**src/rtl/button_pkg.sv**
```systemverilog
// Shared types and default timing for the button event FSM.
// Timing defaults assume a 65 MHz clock with a 10 ms tick.
package button_pkg;

  // FSM states with fixed encodings.
  typedef enum logic [1:0] {
    IDLE    = 2'b00,
    PRESSED = 2'b01,
    HELD    = 2'b10
  } state_t;

  // 0.01 s at 65 MHz.
  localparam int unsigned DEF_TICK_DIV     = 650000;
  // 0.5 s before long_press.
  localparam int unsigned DEF_LONG_TICKS   = 50;
  // 0.1 s between auto-repeat pulses.
  localparam int unsigned DEF_REPEAT_TICKS = 10;

  // Larger of two tick limits; sizes the shared hold counter.
  function automatic int unsigned max_u(input int unsigned a, input int unsigned b);
    return (a > b) ? a : b;
  endfunction

endpackage

```
**src/rtl/tick_prescaler.sv**
```systemverilog
// Free-running divider producing one tick every TICK_DIV enabled cycles.
// clear has priority over enable and forces the count back to 0.
module tick_prescaler #(
  parameter int unsigned TICK_DIV = 650000
) (
  input  logic clock,
  input  logic reset_n,
  input  logic enable,
  input  logic clear,
  output logic tick
);

  localparam int unsigned PW = $clog2(TICK_DIV);

  logic [PW-1:0] count;

  // Tick marks the last cycle of each TICK_DIV period.
  assign tick = enable && (count == PW'(TICK_DIV - 1));

  // Count 0..TICK_DIV-1 while enabled, wrapping on tick.
  always_ff @(posedge clock or negedge reset_n) begin
    if (!reset_n) begin
      count <= '0;
    end else if (clear) begin
      count <= '0;
    end else if (enable) begin
      if (tick) count <= '0;
      else      count <= count + PW'(1);
    end
  end

endmodule

```
**src/rtl/button_press_fsm.sv**
```systemverilog
// Turns the debounced button level into press / release / long-press /
// auto-repeat event pulses plus a held level.
// Optional macro BUTTON_AUTOREPEAT_EN enables repeat_pulse generation in HELD;
// without it repeat_pulse is tied low and HELD only waits for release.
module button_press_fsm
  import button_pkg::*;
#(
  parameter int unsigned TICK_DIV     = DEF_TICK_DIV,
  parameter int unsigned LONG_TICKS   = DEF_LONG_TICKS,
  parameter int unsigned REPEAT_TICKS = DEF_REPEAT_TICKS
) (
  input  logic clock,
  input  logic reset_n,
  input  logic clean,
  output logic press,
  output logic release_pulse,
  output logic long_press,
  output logic repeat_pulse,
  output logic held
);

  localparam int unsigned CNT_W = $clog2(max_u(LONG_TICKS, REPEAT_TICKS) + 1);

  state_t           state;
  logic             clean_q;
  logic [CNT_W-1:0] tick_cnt;
  logic             rise;
  logic             fall;
  logic             tick;
  logic             pre_en;
  logic             pre_clr;

  // Edge detection against the one-cycle delayed level.
  assign rise = clean & ~clean_q;
  assign fall = ~clean & clean_q;

  // Prescaler is frozen in IDLE so each hold is timed from its own press.
`ifdef BUTTON_AUTOREPEAT_EN
  assign pre_en  = (state == PRESSED) || (state == HELD);
`else
  assign pre_en  = (state == PRESSED);
`endif
  assign pre_clr = (state == IDLE) || fall;

  tick_prescaler #(
    .TICK_DIV (TICK_DIV)
  ) u_prescaler (
    .clock   (clock),
    .reset_n (reset_n),
    .enable  (pre_en),
    .clear   (pre_clr),
    .tick    (tick)
  );

  // Event FSM with registered pulse outputs; release beats a coincident tick.
  always_ff @(posedge clock or negedge reset_n) begin
    if (!reset_n) begin
      state         <= IDLE;
      clean_q       <= 1'b0;
      tick_cnt      <= '0;
      press         <= 1'b0;
      release_pulse <= 1'b0;
      long_press    <= 1'b0;
      repeat_pulse  <= 1'b0;
      held          <= 1'b0;
    end else begin
      clean_q       <= clean;
      press         <= 1'b0;
      release_pulse <= 1'b0;
      long_press    <= 1'b0;
      repeat_pulse  <= 1'b0;

      case (state)
        IDLE: begin
          held     <= 1'b0;
          tick_cnt <= '0;
          if (rise) begin
            state <= PRESSED;
            press <= 1'b1;
            held  <= 1'b1;
          end
        end

        PRESSED: begin
          held <= 1'b1;
          if (fall) begin
            state         <= IDLE;
            release_pulse <= 1'b1;
            tick_cnt      <= '0;
          end else if (tick) begin
            if (tick_cnt == CNT_W'(LONG_TICKS - 1)) begin
              state      <= HELD;
              long_press <= 1'b1;
              tick_cnt   <= '0;
            end else begin
              tick_cnt <= tick_cnt + CNT_W'(1);
            end
          end
        end

        HELD: begin
          held <= 1'b1;
          if (fall) begin
            state         <= IDLE;
            release_pulse <= 1'b1;
            tick_cnt      <= '0;
          end
`ifdef BUTTON_AUTOREPEAT_EN
          else if (tick) begin
            if (tick_cnt == CNT_W'(REPEAT_TICKS - 1)) begin
              repeat_pulse <= 1'b1;
              tick_cnt     <= '0;
            end else begin
              tick_cnt <= tick_cnt + CNT_W'(1);
            end
          end
`endif
        end

        default: begin
          state    <= IDLE;
          held     <= 1'b0;
          tick_cnt <= '0;
        end
      endcase
    end
  end

endmodule

```
**config.mk**
```make
export PLATFORM = sky130hd
export DESIGN_NAME = button_press_fsm
export DESIGN_NICKNAME = d
export VERILOG_FILES = /design/src/rtl/button_pkg.sv /design/src/rtl/tick_prescaler.sv /design/src/rtl/button_press_fsm.sv
export SDC_FILE = /design/constraint.sdc
export NUM_CORES = 1
export LEC_CHECK = 0
export BUFFER_PORTS_ARGS = -buffer_cell sky130_fd_sc_hd__buf_2
export CORE_ASPECT_RATIO = 0.5
export CORE_UTILIZATION = 52
export CTS_CLUSTER_SIZE = 8
export DETAILED_ROUTE_END_ITERATION = 10
export PLACE_DENSITY = 0.78
export SLEW_MARGIN = 25
export SYNTH_ARGS = -nofsm -noshare
export SYNTH_HDL_FRONTEND = slang
export SYNTH_SLANG_ARGS = --single-unit
```
**constraint.sdc**
```tcl
create_clock -name clock -period 2.4 [get_ports clock]
set_input_delay 0.12 -clock clock [delete_from_list [all_inputs] [get_ports clock]]
set_output_delay 0.12 -clock clock [all_outputs]
set_load 0.005 [all_outputs]
```
==> out/qor.txt <==
PLACED DESIGN
------------------------------------------------------------------------------
Post-detailed-placement half-perimeter wirelength ............... 3210 microns
PortBufs ........................................................            6
Placed cell count ...............................................          280
Area of placed instances ........................................ 0.00212 sq mm
Final GP Congestion .............................................        0.872

DRT
------------------------------------------------------------------------------
Detailed Route Iter0 Violations .................................          167
Drc violations ..................................................            0
Detailed-route wire length ...................................... 4550 microns
Pre-Repair DR Iteration Count ...................................            5
Average via count per standard cell .............................         6.21
Detailed-route via count ........................................        1,795
Average wire per cell in the routed design ...................... 15.7 microns
Count of nets left with antenna violations after detail routing .            0

LAYOUT
------------------------------------------------------------------------------
Seq. cell area ..................................................    826 sq um
Number of fill cells ............................................          302
Layout area overhead ............................................        9.42%
Layout cell share with drive strength beyond 1 ..................        0.122
Final-stage net count ...........................................          248
Inserted Diodes .................................................            0
Multi-input combinational cell area ............................. 0.00114 sq mm
Final cell count without fillers ................................          289
Final Instance Area ............................................. 0.00222 sq mm

LOGIC SYNTHESIS
------------------------------------------------------------------------------
Count of distinct cell types in the synthesized netlist .........           50
Number of flops mapped to enable cells by yosys .................            0
Syn Inst Count ..................................................          226
Fraction of registers with async set or reset after synthesis ...         1.00
Mean cell area of the mapped netlist ............................   8.99 sq um
Yosys warnings ..................................................            0
Sequential share of the synthesized area ........................        0.406
Top-area cell type share of the netlist area ....................        0.406
Total nets after synthesis ......................................          236
Commonest cells post-synth ...................................... sky130_fd_sc_hd__dfrtp_1 (33), sky130_fd_sc_hd__nand2_1 (33), sky130_fd_sc_hd__nor2_1 (20)
Top flip-flop cell by instance count after synthesis ............ sky130_fd_sc_hd__dfrtp_1
Netlist area before placement ................................... 0.00203 sq mm
Leading post-synthesis cells by cell area ....................... sky130_fd_sc_hd__dfrtp_1 (41%), sky130_fd_sc_hd__nand2_1 (6.1%), sky130_fd_sc_hd__ha_1 (4.3%), sky130_fd_sc_hd__nand3_1 (4.2%), sky130_fd_sc_hd__nor2_1 (3.7%)
Synth area leader ............................................... sky130_fd_sc_hd__dfrtp_1
Flip-flop and latch count after synthesis .......................           33

STA
------------------------------------------------------------------------------
Clk_skew ........................................................   0.00634 ns
Period utilisation layout .......................................        0.953
Slew at the pin closest to its max-slew limit ...................     0.726 ns
Setup-failing EPs final .........................................            0
Hold violation total from the final report ......................            0
Setup repair after global routing missed its margin .............        false
Slew Limit Fails ................................................            0
Setup_tns .......................................................         0 ns
Maximum clock frequency .........................................    0.437 GHz
Slew Limit Headroom .............................................        0.516
Final critical delay including setup and external delays ........      2.29 ns

FLOORPLAN
------------------------------------------------------------------------------
Floorplan die height ............................................ 46.2 microns
Area of the placeable core ...................................... 0.00358 sq mm
Total die area .................................................. 0.00418 sq mm
Initial Util ....................................................        0.567
Width of the chip ............................................... 90.4 microns
Number of placement rows ........................................           15
Number of ports placed on the die boundary ......................            8

WORST SETUP PATH
------------------------------------------------------------------------------
Critical path arrival ...........................................      2.47 ns
RR Startpoint ................................................... u_prescaler.count[0]
WP data required ................................................      2.59 ns
CP Max Fanout ...................................................            8
Setup Crit Path Kind ............................................ flop to flop
Startpoint types ................................................         flop
Crit Reg-Reg Endpoint ...........................................  tick_cnt[5]
Category of the worst setup path capture point ..................         flop
Worst reg-to-reg path cell count ................................            6
Worst reg-to-reg setup slack ....................................      0.11 ns

STATUS
------------------------------------------------------------------------------
Status .......................................................... complete, no violations

CLOCK TREE
------------------------------------------------------------------------------
Maximum number of buffers from clock root to sink ...............            2
Total CTS buffers ...............................................            5
Reg clk slew, reported paths ....................................      0.07 ns
Cell chosen for the clock root .................................. sky130_fd_sc_hd__clkbuf_8
Clock network latency to the later pin of the worst-skew pair ...      0.29 ns
CTS H-tree depth ................................................            2
CTS tree ........................................................        built
Post-CTS resize count ...........................................            0
Number of sinks handled by clock tree synthesis .................           33

GLOBAL ROUTING
------------------------------------------------------------------------------
Maximum number of pins on one net before global-route repair ....           34
Vias in the first global route ..................................        1,608
Antenna violations before repair ................................            0
Overall routing resource usage ..................................        0.239
Wire length of the first global-routing pass .................... 7570 microns
Total grt overflow ..............................................            0

POWER AND IR DROP
------------------------------------------------------------------------------
Worst VDD drop ..................................................     0.467 mV
Leakage Power ...................................................     0.917 nW
Power density relative to cell area .............................  679 mW/mm^2

HOLD PATH
------------------------------------------------------------------------------
Worst min-delay path class ...................................... input port to async pin

JOB
------------------------------------------------------------------------------
Number of max-cap violations ....................................            0

==> flip-flops by register name (all words and copies together) (netlist names) <==
name               cells
clean_q                1
held                   1
long_press             1
press                  1
release_pulse          1
state                  2
tick_cnt               6
u_prescaler.count     20
==> power breakdown <==
part | switching [W] | internal (W)
Combinational | 0.000303 | 0.000138
Sequential | 0.0000447 | 0.000601
Clock | 0.000196 | 0.000227
Total | 0.000544 | 0.000967
==> critical path, cell delays in order, from the launching register on <==
cell and delay [ns]:
sky130_fd_sc_hd__dfrtp_1 0.42, sky130_fd_sc_hd__ha_1 0.31, sky130_fd_sc_hd__or4b_4 0.50, sky130_fd_sc_hd__nor3_4 0.24, sky130_fd_sc_hd__nand2_2 0.13, sky130_fd_sc_hd__or3_4 0.37, sky130_fd_sc_hd__o41ai_2 0.20
==> stage by stage <==
step	total power [W]	hold WS, ns	worst slack, ns	utilization
after detailed placement	0.00108	0.220	0.166	0.591
after floorplan	0.000936	-0.176	0.373	-
after CTS	0.00152	0.455	0.128	0.620
after global placement	0.00107	0.213	0.289	0.591
final	0.00151	0.420	0.112	0.620
after global routing	0.00160	0.505	0.0253	0.620
==> logic make-up after synthesis <==
group / synth area share
compound gates: 0.132
other cells: 0.00185
simple gates: 0.367
fa+ha+maj: 0.0431
buf+inv: 0.0320
flops: 0.406
xor+xnor: 0.0172
==> per-layer routing <==
layer	track usage	up-vias	wire (microns)
li1	-	855	-
met1	0.314	876	2150
met2	0.383	54	2080
met3	0.0710	10	248
met4	0.0935	0	73
met5	0	-	0
==> placed cells by master, fill, tap and decap left out, types with 4 or more instances in the layout <==
cell,instances
sky130_fd_sc_hd__nor2_1,20
sky130_fd_sc_hd__nand2_1,33
sky130_fd_sc_hd__ha_1,7
sky130_fd_sc_hd__buf_2,6
sky130_fd_sc_hd__o21ai_1,4
sky130_fd_sc_hd__xor2_1,4
sky130_fd_sc_hd__nand4_1,11
sky130_fd_sc_hd__o21ai_0,8
sky130_fd_sc_hd__dfrtp_1,33
sky130_fd_sc_hd__or3_1,6
sky130_fd_sc_hd__nor3_1,4
sky130_fd_sc_hd__clkbuf_8,6
sky130_fd_sc_hd__nor4_1,4
sky130_fd_sc_hd__inv_1,7
sky130_fd_sc_hd__buf_4,4
sky130_fd_sc_hd__a21oi_1,9
sky130_fd_sc_hd__nand2b_1,4
sky130_fd_sc_hd__nand3_1,17
==> cell type report <==
type,instances,area share
Clock buffer,7,0.0388
Inverter,7,0.0118
Multi-Input combinational cell,179,0.513
Sequential cell,33,0.371
Tap cell,51,0.0287
Timing Repair Buffer,12,0.0360
==> how the worst max path moves through the flow <==
stage | startpoint | end | slack (ns)
global route | u_prescaler.count[0] | tick_cnt[5] | 0.03
floorplan | u_prescaler.count[0] | tick_cnt[4] | 0.37
detailed placement | u_prescaler.count[0] | tick_cnt[4] | 0.17
CTS | u_prescaler.count[0] | tick_cnt[5] | 0.13
finish | u_prescaler.count[0] | tick_cnt[5] | 0.11
global placement | u_prescaler.count[0] | tick_cnt[4] | 0.29
==> repair_timing <==
action / in CTS / in global routing
hold endpoints to repair: 34 / 0
buffers inserted: 0 / 0
hold buffers: 2 / 0
No activity file was read; power rests on OpenSTA's default activity.
